$ cat src/rtl/nes_pkg.sv
// Shared types and constants for the NES controller poller.
// Button bit order matches the controller's serial shift order.
package nes_pkg;

  typedef enum logic [2:0] {
    IDLE,
    LATCH,
    CLK_HI,
    CLK_LO,
    DONE
  } state_t;

  localparam int BTN_A      = 7;
  localparam int BTN_B      = 6;
  localparam int BTN_SELECT = 5;
  localparam int BTN_START  = 4;
  localparam int BTN_UP     = 3;
  localparam int BTN_DOWN   = 2;
  localparam int BTN_LEFT   = 1;
  localparam int BTN_RIGHT  = 0;

  localparam int DIV_DEFAULT = 6;
  localparam int PH_W        = 9;

endpackage

$ cat src/rtl/nes_phase_timer.sv
// Reloadable phase down-counter; o_tc flags the final cycle
// of the currently loaded phase.
module nes_phase_timer
  import nes_pkg::*;
(
  input  logic            clock,
  input  logic            reset,
  input  logic            i_load,
  input  logic [PH_W-1:0] i_load_val,
  output logic            o_tc
);

  logic [PH_W-1:0] r_cnt;

  always_ff @(posedge clock or posedge reset) begin
    if (reset) begin
      r_cnt <= '0;
    end else if (i_load) begin
      r_cnt <= i_load_val;
    end else if (r_cnt != '0) begin
      r_cnt <= r_cnt - 1'b1;
    end
  end

  assign o_tc = (r_cnt == '0);

endmodule

$ cat src/rtl/nes_poll_controller.sv
// NES controller poller: latch/clock sequencing, serial capture,
// edge detection and optional periodic auto-polling.
module nes_poll_controller
  import nes_pkg::*;
#(
  parameter int DIV         = DIV_DEFAULT,
  parameter int POLL_PERIOD = 100000
) (
  input  logic       clock,
  input  logic       reset,
  input  logic       poll_req,
  input  logic       auto_en,
  input  logic       dataYellow,
  output logic       latchOrange,
  output logic       clockRed,
  output logic [7:0] buttons,
  output logic [7:0] pressed,
  output logic       valid,
  output logic       busy
);

  localparam int TW = $clog2(POLL_PERIOD);
  localparam logic [PH_W-1:0] LATCH_LD = PH_W'(2*DIV-1);
  localparam logic [PH_W-1:0] PHASE_LD = PH_W'(DIV-1);
  localparam logic [TW-1:0]   TMR_LAST = TW'(POLL_PERIOD-1);

  state_t          r_state;
  state_t          w_state_nxt;
  logic [TW-1:0]   r_timer;
  logic            r_pending;
  logic [7:0]      r_shift;
  logic [2:0]      r_bit_cnt;
  logic [7:0]      r_buttons;
  logic [7:0]      r_pressed;
  logic            r_valid;

  logic            w_tick;
  logic            w_start;
  logic            w_load;
  logic [PH_W-1:0] w_load_val;
  logic            w_sample;
  logic            w_fin;
  logic            w_tc;
  logic [7:0]      w_shift_nxt;

  nes_phase_timer u_phase (
    .clock      (clock),
    .reset      (reset),
    .i_load     (w_load),
    .i_load_val (w_load_val),
    .o_tc       (w_tc)
  );

  assign w_tick  = auto_en && (r_timer == TMR_LAST);
  assign w_start = poll_req | w_tick;

  assign w_shift_nxt = {r_shift[BTN_A-1:BTN_RIGHT], dataYellow};

  always_ff @(posedge clock or posedge reset) begin
    if (reset) begin
      r_timer <= '0;
    end else if (!auto_en || w_tick) begin
      r_timer <= '0;
    end else begin
      r_timer <= r_timer + 1'b1;
    end
  end

  always_ff @(posedge clock or posedge reset) begin
    if (reset) begin
      r_state <= IDLE;
    end else begin
      r_state <= w_state_nxt;
    end
  end

  always_comb begin
    w_state_nxt = r_state;
    w_load      = 1'b0;
    w_load_val  = PHASE_LD;
    w_sample    = 1'b0;
    w_fin       = 1'b0;
    unique case (r_state)
      IDLE: begin
        if (w_start || r_pending) begin
          w_state_nxt = LATCH;
          w_load      = 1'b1;
          w_load_val  = LATCH_LD;
        end
      end
      LATCH: begin
        if (w_tc) begin
          w_sample    = 1'b1;
          w_state_nxt = CLK_HI;
          w_load      = 1'b1;
        end
      end
      CLK_HI: begin
        if (w_tc) begin
          w_state_nxt = CLK_LO;
          w_load      = 1'b1;
        end
      end
      CLK_LO: begin
        if (w_tc) begin
          w_sample = 1'b1;
          if (r_bit_cnt == 3'd6) begin
            w_fin       = 1'b1;
            w_state_nxt = DONE;
          end else begin
            w_state_nxt = CLK_HI;
            w_load      = 1'b1;
          end
        end
      end
      DONE: begin
        w_state_nxt = IDLE;
      end
      default: begin
        w_state_nxt = IDLE;
      end
    endcase
  end

  // A request arriving mid-read is remembered once and
  // consumed as soon as the FSM is back in IDLE.
  always_ff @(posedge clock or posedge reset) begin
    if (reset) begin
      r_pending <= 1'b0;
    end else if (r_state == IDLE) begin
      r_pending <= 1'b0;
    end else if (w_start) begin
      r_pending <= 1'b1;
    end
  end

  always_ff @(posedge clock or posedge reset) begin
    if (reset) begin
      r_shift   <= 8'hFF;
      r_bit_cnt <= 3'd0;
    end else begin
      if (w_sample) begin
        r_shift <= w_shift_nxt;
      end
      if (r_state == IDLE) begin
        r_bit_cnt <= 3'd0;
      end else if (w_sample && (r_state == CLK_LO)) begin
        r_bit_cnt <= r_bit_cnt + 1'b1;
      end
    end
  end

  // Results load as DONE is entered so valid and the new
  // data appear together during the DONE cycle.
  always_ff @(posedge clock or posedge reset) begin
    if (reset) begin
      r_buttons <= 8'h00;
      r_pressed <= 8'h00;
      r_valid   <= 1'b0;
    end else begin
      r_valid <= w_fin;
      if (w_fin) begin
        r_buttons <= ~w_shift_nxt;
        r_pressed <= ~w_shift_nxt & ~r_buttons;
      end
    end
  end

  assign latchOrange = (r_state == LATCH);
  assign clockRed    = (r_state == CLK_HI);
  assign busy        = (r_state != IDLE);
  assign buttons     = r_buttons;
  assign pressed     = r_pressed;
  assign valid       = r_valid;

endmodule
$ cat config.mk
export PLATFORM = sky130hd
export DESIGN_NAME = nes_poll_controller
export DESIGN_NICKNAME = d
export VERILOG_FILES = /design/src/rtl/nes_pkg.sv /design/src/rtl/nes_phase_timer.sv /design/src/rtl/nes_poll_controller.sv
export SDC_FILE = /design/constraint.sdc
export NUM_CORES = 1
export LEC_CHECK = 0
export ABC_AREA = 1
export BUFFER_PORTS_ARGS = -buffer_cell sky130_fd_sc_hd__buf_4
export CAP_MARGIN = 20
export CELL_PAD_IN_SITES_DETAIL_PLACEMENT = 1
export CELL_PAD_IN_SITES_GLOBAL_PLACEMENT = 2
export CORE_AREA = 10 10 100 102
export CTS_BUF_LIST = sky130_fd_sc_hd__clkbuf_16
export CTS_CLUSTER_DIAMETER = 150
export CTS_CLUSTER_SIZE = 40
export DETAILED_ROUTE_END_ITERATION = 12
export DIE_AREA = 0 0 110 112
export PLACE_DENSITY_LB_ADDON = 0.12
export SYNTH_ARGS = -nofsm -noshare
export SYNTH_HDL_FRONTEND = slang
export SYNTH_SLANG_ARGS = --single-unit
$ cat constraint.sdc
create_clock -name clock -period 2.5 [get_ports clock]
set_input_delay 0.5 -clock clock [delete_from_list [all_inputs] [get_ports clock]]
set_output_delay 0.5 -clock clock [all_outputs]
set_load 0.01 [all_outputs]
==> results of run 1 <==
## through the flow
stage	worst slack [ns]	instance area, um^2
floorplan	0.612	2750
global placement	0.710	3050
detailed placement	0.653	3050
CTS	0.468	3350
global route	0.332	3350
finish	0.503	3350
## flip-flops by register name (all words and copies together), names as in the netlist
| signal | count |
|---|---|
| r_timer | 17 |
| u_phase.r_cnt | 9 |
| buttons | 8 |
| pressed | 8 |
| r_shift | 7 |
| r_bit_cnt | 3 |
| r_state | 3 |
| r_pending | 1 |
| valid | 1 |
## area by class of cell
class | instances | area share (%)
Sequential cell | 57 | 42.8
Clock buffer | 9 | 6.71
Tap cell | 105 | 3.92
Timing Repair Buffer | 27 | 6.04
Multi-Input combinational cell | 210 | 33.7
Clock inverter | 7 | 2.39
Inverter | 39 | 4.44
## power by group
group	switching (mW)	total [mW]	internal [mW]
clock	0.410	1.26	0.855
combinational	0.432	0.677	0.245
sequential	0.100	1.18	1.08
total	0.943	3.12	2.18
## cells by family after synthesis
logic type,count (synthesis)
DFF,57
AOI/OAI and AO/OA,44
and+or+nand+nor,148
adders and majority gates,5
buffers and inverters,43
xor gates and xnor gates,13
## cells in the final DEF (no fill, tap or decap), types with 8 or more instances in the layout
cell                        instances
sky130_fd_sc_hd__nand2_1           68
sky130_fd_sc_hd__dfrtp_1           50
sky130_fd_sc_hd__inv_1             39
sky130_fd_sc_hd__nor2_1            35
sky130_fd_sc_hd__buf_4             27
sky130_fd_sc_hd__o21ai_0           14
sky130_fd_sc_hd__a21oi_1           12
sky130_fd_sc_hd__nand3_1           10
sky130_fd_sc_hd__clkbuf_16          9
sky130_fd_sc_hd__xor2_1             8
sky130_fd_sc_hd__nor3_1             8
## final timing paths
check                                       from          endpoint  slack [ns]  depth (start not counted)
worst max-delay path                  r_state[2]              busy        0.50                          5
min in group clock                    dataYellow        buttons[0]        0.37                          2
worst min register to register      r_bit_cnt[2]      r_bit_cnt[2]        0.46                          1
worst max register to register  u_phase.r_cnt[0]        pressed[7]        0.66                          8
worst min-delay path                       reset  u_phase.r_cnt[1]        0.24                          2
max in group asynchronous                  reset        r_shift[2]        1.55                          3
## per-layer routing
| layer | routed length [um] | share of wire [%] | global-route usage, % |
|---|---|---|---|
| met1 | 2940 | 47 | 14.1 |
| met2 | 2910 | 47 | 16.6 |
| met3 | 248 | 4.0 | 3.06 |
| met4 | 93 | 1.5 | 4.95 |
| met5 | 0 | 0 | 0 |
==> impl_summary.md, run 1 <==
Timing
Setup violations remaining at the end of the flow were counted as 0. The worst hold slack is 0.242 ns. After routing, the total negative slack on setup checks comes to 0 ns. Setup repair after global routing left no endpoint under its margin. The hold violation total from the final report is 0.

The pin slew with the least headroom to its limit is 0.571 ns. Measured against its own limit, the worst slew margin works out to 61.9%. The final critical path time including I/O delays and setup is 2.00 ns. The maximum clock frequency is 501 MHz. The count of pins over their slew limit is 0.

The clock arrives with 0.00942 ns of skew. The final critical path takes up 79.9% of the cycle.

Logic synthesis
After synthesis the netlist holds a flip-flop and latch count of 57. The mux contribution to synthesized area is 0%. The count of warnings emitted by yosys is 0. Summed over its instances, the top area cell type makes up 45.5% of the synthesized netlist area. The simple-gate share of the synthesized area is 25.5%.

The synthesized netlist devotes 4.14% of its cell area to XOR and XNOR gates. The post-synthesis cell area is 2750 um^2. The part of the Yosys area used for sequential elements is 52.2%. The mean instance size in the synthesized netlist is 8.86 um^2.

The most used flip-flop cell after synthesis is sky130_fd_sc_hd__dfrtp_1. After synthesis, the share of flip-flops with an asynchronous set or reset is 100%. The main combinational cell family by area after synthesis is simple AND/OR/NAND/NOR gates. In the synthesized netlist, the number of instances is 310. Synthesis instantiated 32 different standard cells from the library.

The biggest area contributor in the post-synthesis netlist is sky130_fd_sc_hd__dfrtp_1. Counting every net in the synthesized netlist gives 320. The commonest cells after synthesis are 68 x sky130_fd_sc_hd__nand2_1, 50 x sky130_fd_sc_hd__dfrtp_1, 37 x sky130_fd_sc_hd__inv_1, 35 x sky130_fd_sc_hd__nor2_1, 14 x sky130_fd_sc_hd__o21ai_0. The synthesized netlist devotes 9.29% of its cell area to compound gates. The most used standard cell by instance count after synthesis is sky130_fd_sc_hd__nand2_1. Of the total synthesized cell area, the portion taken by full adders, half adders and majority gates is 2.28%. Yosys mapped a number of flops with a built-in enable equal to 0. By area the synthesized netlist is led by sky130_fd_sc_hd__dfrtp_1 46%, sky130_fd_sc_hd__nand2_1 9.3%, sky130_fd_sc_hd__dfstp_2 6.7%.

Die
The total area inside the core boundary comes to 8050 um^2. The die is 110 um wide. The number of rows created at floorplan is 33. The die covers 12300 um^2. The initial core utilization is 34.1%. The y dimension of the die is 112 um. The I/O pin count is 25.

CTS
The clock tree from TritonCTS is yes. After clock tree synthesis, the clock-pin slew on the worst setup and hold paths is 0.05 ns. The total clock sinks is 57.

The H-tree level count is 3. The total CTS buffers is 9. The cell chosen for the clock root is sky130_fd_sc_hd__clkbuf_16. In this run the deepest clock path goes through 2 buffers. The count of buffers added by post-CTS timing repair for setup is 0.

Clock latency on the worst-skew pair, taken at its later pin, is 0.32 ns. Buffers inserted to repair hold after CTS numbered 0. The total of cells resized after clock tree synthesis is 0.

Routing
After detailed routing, the average wire length per cell comes to 13.7 um. The average via count per standard cell is 4.61. The number of vias in the routed layout is 2091. For this run, design rule violations remaining after detail routing come to 0.

The final wirelength is 6.20 mm. The number of DRC markers in iteration 0 is 64. The first detailed-routing pass took 4 iterations. The count of nets left with antenna violations after detail routing is 0.

Final layout
The final layout contains 354 nets. The area occupied by registers is 1440 um^2. In the final layout, the multi-input gates occupy 1130 um^2. The post-route non-filler standard cell count is 454. The share of the core filled with cells is 41.7%.

The area growth from synthesis to final layout is 22.1%. 0 antenna diodes ended up in the layout. Counting the fill cells in the layout gives 963. Cells with a size suffix above 1 make up 20.9% of the layout.

Pwr
The worst IR drop on VDD is 0.340 mV. Summing internal, switching and leakage power gives 3.12 mW. The static leakage is 1.63 nW. The total power density per cell area is 929 nW/um^2.

Worst setup path
The highest cell delay on the worst timing path is 0.38 ns. Walking the worst path, the cells encountered are nor2_1 > inv_1 > nor2_1 > inv_1 > buf_4. For this design, the slowest cell found on the critical path is sky130_fd_sc_hd__dfrtp_1. The critical path capture point type is an output pin.

In this run the worst path has a maximum fanout of 5. The data arrival at the endpoint of the critical path is 1.50 ns. The critical path is of the reg -> out type. In this design, the largest share of critical-path delay is due to simple AND/OR/NAND/NOR gates. The required time reported for the critical path endpoint is 2.00 ns. The startpoint type of the worst setup path is a flop. The count of buffering cells on the critical path with inverters included is 3.

Global routing
The initial antenna violation count was 0. The global route total overflow is 0. The global router's overall resource usage is 11.0%.

The first global-routing pass estimated 10.8 mm of wire. The via count of the first global-routing pass is 2173. Entering global routing, the biggest net connects 28 pins.

Status
The flow ran to the end, and the final reports show no timing, DRC or antenna violations.

Placed design
After detailed placement, the design holds a cell count of 438. The detailed-placement wirelength estimate is 4.57 mm. During placement, the flow inserted port buffers numbering 24. Routability-driven placement finished with a final weighted congestion of 0.731.

Job
The reported max-cap violation count is 0.

Min path
The class of the worst hold path is in -> async.
Power figures use the tool's default switching activity.
==> run 2: changes to the inputs <==
--- a/config.mk
+++ b/config.mk
@@ -10,12 +10,12 @@
 export CAP_MARGIN = 20
 export CELL_PAD_IN_SITES_DETAIL_PLACEMENT = 1
 export CELL_PAD_IN_SITES_GLOBAL_PLACEMENT = 2
-export CORE_AREA = 10 10 100 102
+export CORE_AREA = 10 10 103 105
 export CTS_BUF_LIST = sky130_fd_sc_hd__clkbuf_16
 export CTS_CLUSTER_DIAMETER = 150
 export CTS_CLUSTER_SIZE = 40
 export DETAILED_ROUTE_END_ITERATION = 12
-export DIE_AREA = 0 0 110 112
+export DIE_AREA = 0 0 113 115
 export PLACE_DENSITY_LB_ADDON = 0.12
 export SYNTH_ARGS = -nofsm -noshare
 export SYNTH_HDL_FRONTEND = slang
==> constraint.sdc (replaced) <==
create_clock -name clock -period 1.8 [get_ports clock]
set_input_delay 0.36 -clock clock [delete_from_list [all_inputs] [get_ports clock]]
set_output_delay 0.36 -clock clock [all_outputs]
set_load 0.01 [all_outputs]
==> impl_summary.md, run 2 (synthesis results as in run 1) <==
Status
The run finished with clean final reports.

Die
The die extent in x is 113 um. The die covers 13000 um^2. The total area inside the core boundary comes to 8550 um^2. Once the floorplan was initialized, standard cells occupied 32.1% of the core. In this run the count of I/O pins placed on the die edge is 25. The y dimension of the die is 115 um. The number of rows created at floorplan is 34.

Routing
The number of iterations in the first detailed-routing pass is 4. The count of nets left with antenna violations after detail routing is 0. The final wirelength is 6.24 mm.

The routed length on met1 is 2.99 mm. The number of DRC markers in iteration 0 is 54. The average wire per cell in the routed design is 13.5 um. Using the TritonRoute via totals, the vias-per-cell ratio works out to 4.51.

The uppermost metal layer occupied by signal nets is met4. Wire segments on met2 add up to 2.91 mm in the final route. The met3 wirelength from detailed routing is 275 um.

The routed layout has 2090 vias. For this run, design rule violations remaining after detail routing come to 0.

Timing
Setup violations remaining at the end of the flow were counted as 0. Between clock sinks in the finished design, the worst skew comes to 0.00671 ns. The share of the clock period used by the worst path after layout is 91.8%. Measured against its own limit, the worst slew margin works out to 78.5%. The setup TNS is 0 ns. The pin slew with the least headroom to its limit is 0.322 ns.

The hold violation total from the final report is 0. The worst setup margin is 0.148 ns. Setup repair after global routing could not meet its margin everywhere. The smallest clock period supported by the final layout is computed as 1.65 ns. The count of pins over their slew limit is 0. Static timing analysis puts the maximum clock frequency at 605 MHz.

CTS
The clock tree from TritonCTS is yes. The clock tree synthesis step divided the H-tree into 3 levels. The count of hold buffers inserted by post-cts repair is 0.

The clock input transition at the sequential cells of the worst setup and hold paths is 0.05 ns. The buffer levels on the longest clock path is 2. The tree is rooted in a sky130_fd_sc_hd__clkbuf_16. The total CTS buffers is 9. Clock latency on the worst-skew pair, taken at its later pin, is 0.31 ns.

The total clock sinks is 57.

Worst setup path
The data arrival at the endpoint of the critical path is 1.85 ns. The kind of critical path is reg -> reg. The critical path capture point type is a flop.

The worst register-to-register path has a depth of 8. The startpoint of the most critical setup path is r_timer[0]. The startpoint type of the worst setup path is a flop. The required time reported for the critical path endpoint is 1.99 ns. The worst register-to-register path begins at r_timer[0]. Along the worst path, the maximum fanout reaches 4.

Job
Max-cap violations in this run came to 0.

Final layout
For this run, the post-layout net count is 360. The number of flip-flops under the largest register name is 17. The ratio of cells with drive above 1 in the final layout is 23.9%.

The most common cell after layout, fill and taps aside is sky130_fd_sc_hd__nand2_1. The share of the core filled with cells is 39.8%. The top cell types in the final layout, fill and taps aside, are 68 x sky130_fd_sc_hd__nand2_1, 50 x sky130_fd_sc_hd__dfrtp_1, 36 x sky130_fd_sc_hd__inv_1. The register with the most flip-flops is r_timer. The number of antenna diodes is 0. In the final layout, the registers with the most flip-flops are r_timer: 17 flops, u_phase.r_cnt: 9 flops.

The area growth from synthesis to final layout is 23.9%. After the flow finishes, the layout carries non-filler instances totaling 463.

Pwr
The analysis attributes to net switching a power of 1.36 mW. The internal power of the cells is 2.82 mW. Per report_power, the combinational group accounts for 24.2% of the total.

The sequential fraction of design power is 39.3%. The clock group share of total power is 36.5%. The static leakage is 1.65 nW. The proportion of total power due to net switching is 32.5%. Dividing total power by cell area gives a power density of 1230 nW/um^2. The power after layout is 4.17 mW. The worst IR drop on VDD is 0.517 mV.

Placed design
Detailed placement finished with a half-perimeter wire length of 4.64 mm. After detailed placement, the design holds a cell count of 446. Timing analysis after detailed placement gives a worst setup slack of 0.0858 ns. The placer congestion estimate is 0.783. During placement, the flow inserted port buffers numbering 24.

Global routing
The first global-routing pass estimated 11.0 mm of wire. Entering global routing, the biggest net connects 58 pins. For this run the aggregate overflow at the end of global routing stands at 0.

For this run, the total global-route usage over all layers was measured as 10.2%. The initial antenna violation count is 0. The via count of the first global-routing pass came to 2171.

Min path
The class of the worst hold path is in -> async.
[run 2: final timing paths]
check / end / slack, ns
worst max-delay path: r_timer[10] / 0.15
worst min-delay path: u_phase.r_cnt[0] / 0.09
worst max register to register: r_timer[10] / 0.15
worst min register to register: pressed[6] / 0.47
max in group asynchronous: r_shift[2] / 1.38
min in group clock: buttons[0] / 0.24
[run 2: worst max-delay path: stages, from the launching register on]
cell                      delay (ns)
sky130_fd_sc_hd__dfrtp_1        0.38
sky130_fd_sc_hd__ha_2           0.23
sky130_fd_sc_hd__nand3_2        0.16
sky130_fd_sc_hd__nor3_4         0.21
sky130_fd_sc_hd__nand2_2        0.09
sky130_fd_sc_hd__nor2_2         0.15
sky130_fd_sc_hd__nand2_1        0.10
sky130_fd_sc_hd__o21ai_0        0.15
sky130_fd_sc_hd__a21oi_1        0.06
[run 2: per-stage QoR]
step	instance area, um^2	hold WS, ns
after floorplan	2750	0.433
after global placement	3100	0.455
after detailed placement	3100	0.462
after CTS	3380	0.121
after global routing	3400	0.130
final	3400	0.0903
[run 2: final cells by class]
class	instances	area, um^2
well taps	108	135
inverters	39	151
fillers	1018	5150
repair buffers	33	260
multi-input cells	210	1150
flip-flops and latches	57	1440
clock inverters	7	47.5
clock buffers	9	225
[run 2: power groups by stage]
stage / combinational (mW) / sequential, mW / clock [mW]
6_report: 1.01 / 1.64 / 1.52
3_3_place_gp: 1.03 / 1.65 / 0
4_1_cts: 1.04 / 1.64 / 1.57
3_5_place_dp: 1.03 / 1.66 / 0
2_1_floorplan: 0.723 / 1.62 / 0
5_1_grt: 1.18 / 1.66 / 1.64
[run 2: what timing repair did]
| item | in CTS | in global routing |
|---|---|---|
| setup buffers | 0 | 1 |
| gates resized for setup | 0 | 6 |
| setup endpoints to repair | 0 | 12 |
[run 2: routing by layer]
layer / up-vias / track usage, %
met3: 6 / 3.23
met4: 0 / 3.05
met1: 988 / 12.8
li1: 1072 / -
met2: 24 / 16.5
met5: - / 0
==> run 3: changes to the inputs <==
--- a/config.mk
+++ b/config.mk
@@ -17,6 +17,8 @@
 export DETAILED_ROUTE_END_ITERATION = 12
 export DIE_AREA = 0 0 113 115
 export PLACE_DENSITY_LB_ADDON = 0.12
+export SETUP_SLACK_MARGIN = 0.3
+export SKIP_LAST_GASP = 1
 export SYNTH_ARGS = -nofsm -noshare
 export SYNTH_HDL_FRONTEND = slang
 export SYNTH_SLANG_ARGS = --single-unit
==> constraint.sdc (replaced) <==
create_clock -name clock -period 1.8 [get_ports clock]
set_input_delay 0.18 -clock clock [delete_from_list [all_inputs] [get_ports clock]]
set_output_delay 0.18 -clock clock [all_outputs]
set_load 0.01 [all_outputs]
==> impl_summary.md, run 3 (synthesis results as in run 1) <==
Worst setup path
The critical path capture point type is an output pin. The highest cell delay on the worst timing path is 0.41 ns. The slowest cell on the critical path is sky130_fd_sc_hd__dfrtp_1.

The worst setup path is of the reg -> out kind. Counting both buffers and inverters, the worst setup path holds a total of 3. The data arrival at the endpoint of the critical path is 1.28 ns. The endpoint identified for the worst register-to-register timing path is pressed[2]. The startpoint identified for the worst register-to-register timing path is u_phase.r_cnt[5]. STA classifies the critical path startpoint as a flop. The required time reported for the critical path endpoint is 1.62 ns. In this run the worst path has a maximum fanout of 4. The family with the most delay on the worst path is flip-flops. Traced cell by cell, the critical path runs through nor2_2 > inv_2 > nor2_4 > inv_2 > buf_6.

The most numerous cell type found on the critical path is sky130_fd_sc_hd__inv_2. The worst register-to-register path has a depth of 8. The worst-case register-to-register setup slack is 0.34 ns.

CTS
The tree is rooted in a sky130_fd_sc_hd__clkbuf_16. Clock tree synthesis inserted a total of 9 buffers. The total clock sinks is 57. The source-to-sink clock delay at the later pin of the worst-skew pair is 0.32 ns. The clock tree from TritonCTS is yes. After clock tree synthesis, the clock-pin slew on the worst setup and hold paths is 0.05 ns. The H-tree level count is 3. The clock passes through at most 2 buffers.

Final layout
The multi-input combinational cells in the finished layout cover a total of 1380 um^2. With fillers left out, the area of the finished cells amounts to 3900 um^2. The largest registers in the layout are r_timer: 17 flops, u_phase.r_cnt: 9 flops. The total number of nets in the final design is 391. The number of filler cells placed in the layout is 992. Relative to the synthesized area, the layout overhead comes to 42.1%. The area occupied by registers is 1440 um^2. The share of the core filled with cells is 45.7%. The most common cell after layout, fill and taps aside is sky130_fd_sc_hd__buf_4. The number of antenna diodes is 0. The ratio of cells with drive above 1 in the final layout is 39.9%.

Counting flops per register, the top entry is r_timer. The number of flip-flops under the largest register name is 17. Leaving out fill and tap cells, the most frequent cells in the layout are 56 x sky130_fd_sc_hd__buf_4, 55 x sky130_fd_sc_hd__nand2_1, 45 x sky130_fd_sc_hd__dfrtp_1.

Placed design
The placed cell area is 3080 um^2. Routability-driven placement finished with a final weighted congestion of 0.729. Input and output buffers added on the ports amount to 24. The detailed-placement wirelength estimate is 4.58 mm.

Timing
The count of pins over their slew limit is 0. After layout, the minimum clock period comes to 1.46 ns. The setup TNS is 0 ns. The share of the clock period used by the worst path after layout is 81.0%. The maximum clock frequency is 686 MHz.

The worst clock skew is 0.00860 ns. Setup repair after global routing could not meet its margin everywhere. In this run the tightest slew margin relative to its limit is 76.7%. The hold violation total from the final report was 0. For the pin with the worst max-slew slack, the measured transition is 0.349 ns. The total of endpoints with negative setup slack in the final report is 0.

Die
In this run the count of I/O pins placed on the die edge is 25. The region available for standard cell placement spans 8550 um^2. The total die area is 13000 um^2. The die extent in x is 113 um. The initial core utilization is 32.1%.

After floorplanning, the core was divided into 34 placement rows. Measured along the y axis, the die boundary spans 115 um.

Global routing
Summed over all layers, the global routing overflow is 0. The via count of the first global-routing pass is 2393. Global routing consumed, over all layers together, 11.0% of the routing resources. The pin count of the biggest net entering global routing is 58. The initial antenna violation count is 0.

The first global-routing pass estimated 11.7 mm of wire.

Routing
In this run, the number of DRC markers left after iteration 0 of detailed routing was 73. The average via count per standard cell is 4.62. The final wirelength is 6.96 mm. The count of nets left with antenna violations once routing finished came out at 0. The number of iterations in the first detailed-routing pass is 4. Dividing the detail-routed wire length by the instance count gives 14.1 um. The detailed router placed 2283 vias in this run.

After detailed routing, the number of remaining DRC violations is 0.

Job
The reported max-cap violation count is 0.

Pwr
The static leakage is 1.87 nW. Across the VDD grid, the largest voltage drop is 0.495 mV. Dividing total power by cell area gives a power density of 1190 nW/um^2.

Min path
The launch instance of the worst min-delay path is dataYellow. The terminating pin of the worst hold path is buttons[0]. The tightest min-delay check is of the in -> reg type. Counting instances, the worst hold path has a depth of 2.

Status
The run finished with clean final reports.
==> run 3: stage by stage <==
stage	instances	hold slack [ns]	power, mW	worst slack (ns)
after CTS	471	0.0604	4.28	0.287
after global placement	443	0.298	2.64	0.0569
after global routing	494	0.0705	4.96	0.220
final	494	0.0688	4.64	0.343
after floorplan	310	0.260	2.35	0.302
after detailed placement	443	0.303	2.66	0.0310
==> run 3: timing repair <==
item	in CTS	in global routing
pin swaps	8	21
cloned	1	1
buffers inserted	10	22
hold endpoints to repair	50	0
resized for setup	34	50
endpoints found under the setup margin	55	44
hold buffers	1	0
==> run 3: routing by layer <==
metal  track usage [%]  wire, um  vias to the layer above  part of all wire (%)
li1                  -         -                     1144                     -
met1              13.5      3230                     1104                    46
met2              17.7      3420                       28                    49
met3              3.70       245                        7                   3.5
met4              3.55        61                        0                  0.88
met5                 0         0                        -                     0
==> run 3: final cells by class <==
type,count,share of cell area [%]
repair inverters,2,0.513
repair buffers,62,12.9
clock inverters,7,0.801
inverters,39,4.23
well taps,108,3.46
clock buffers,9,5.77
flip-flops and latches,57,36.9
multi-input cells,210,35.4
==> run 3: worst max path at each step <==
stage	startpoint	endpoint	cells past startpoint
after floorplan	u_phase.r_cnt[0]	pressed[7]	10
after global placement	r_timer[0]	r_timer[12]	8
after detailed placement	r_timer[0]	r_timer[12]	8
after CTS	u_phase.r_cnt[1]	pressed[0]	8
after global routing	r_timer[10]	u_phase.r_cnt[2]	10
final	r_state[0]	busy	5
==> run 3: report_power, final <==
group | internal, mW | leakage, nW | switching [mW] | total [mW]
clock network | 0.903 | 0.143 | 0.563 | 1.47
registers | 1.50 | 0.731 | 0.168 | 1.66
logic | 0.695 | 0.993 | 0.813 | 1.51
total | 3.09 | 1.87 | 1.54 | 4.64
==> run 3: worst reg2reg max path: stages (launching register included) <==
cell,delay (ns)
sky130_fd_sc_hd__dfrtp_1,0.42
sky130_fd_sc_hd__nor2_2,0.14
sky130_fd_sc_hd__nand2_2,0.12
sky130_fd_sc_hd__nor2_8,0.17
sky130_fd_sc_hd__inv_6,0.06
sky130_fd_sc_hd__nor2_8,0.12
sky130_fd_sc_hd__buf_12,0.13
sky130_fd_sc_hd__inv_8,0.05
sky130_fd_sc_hd__o31ai_4,0.17
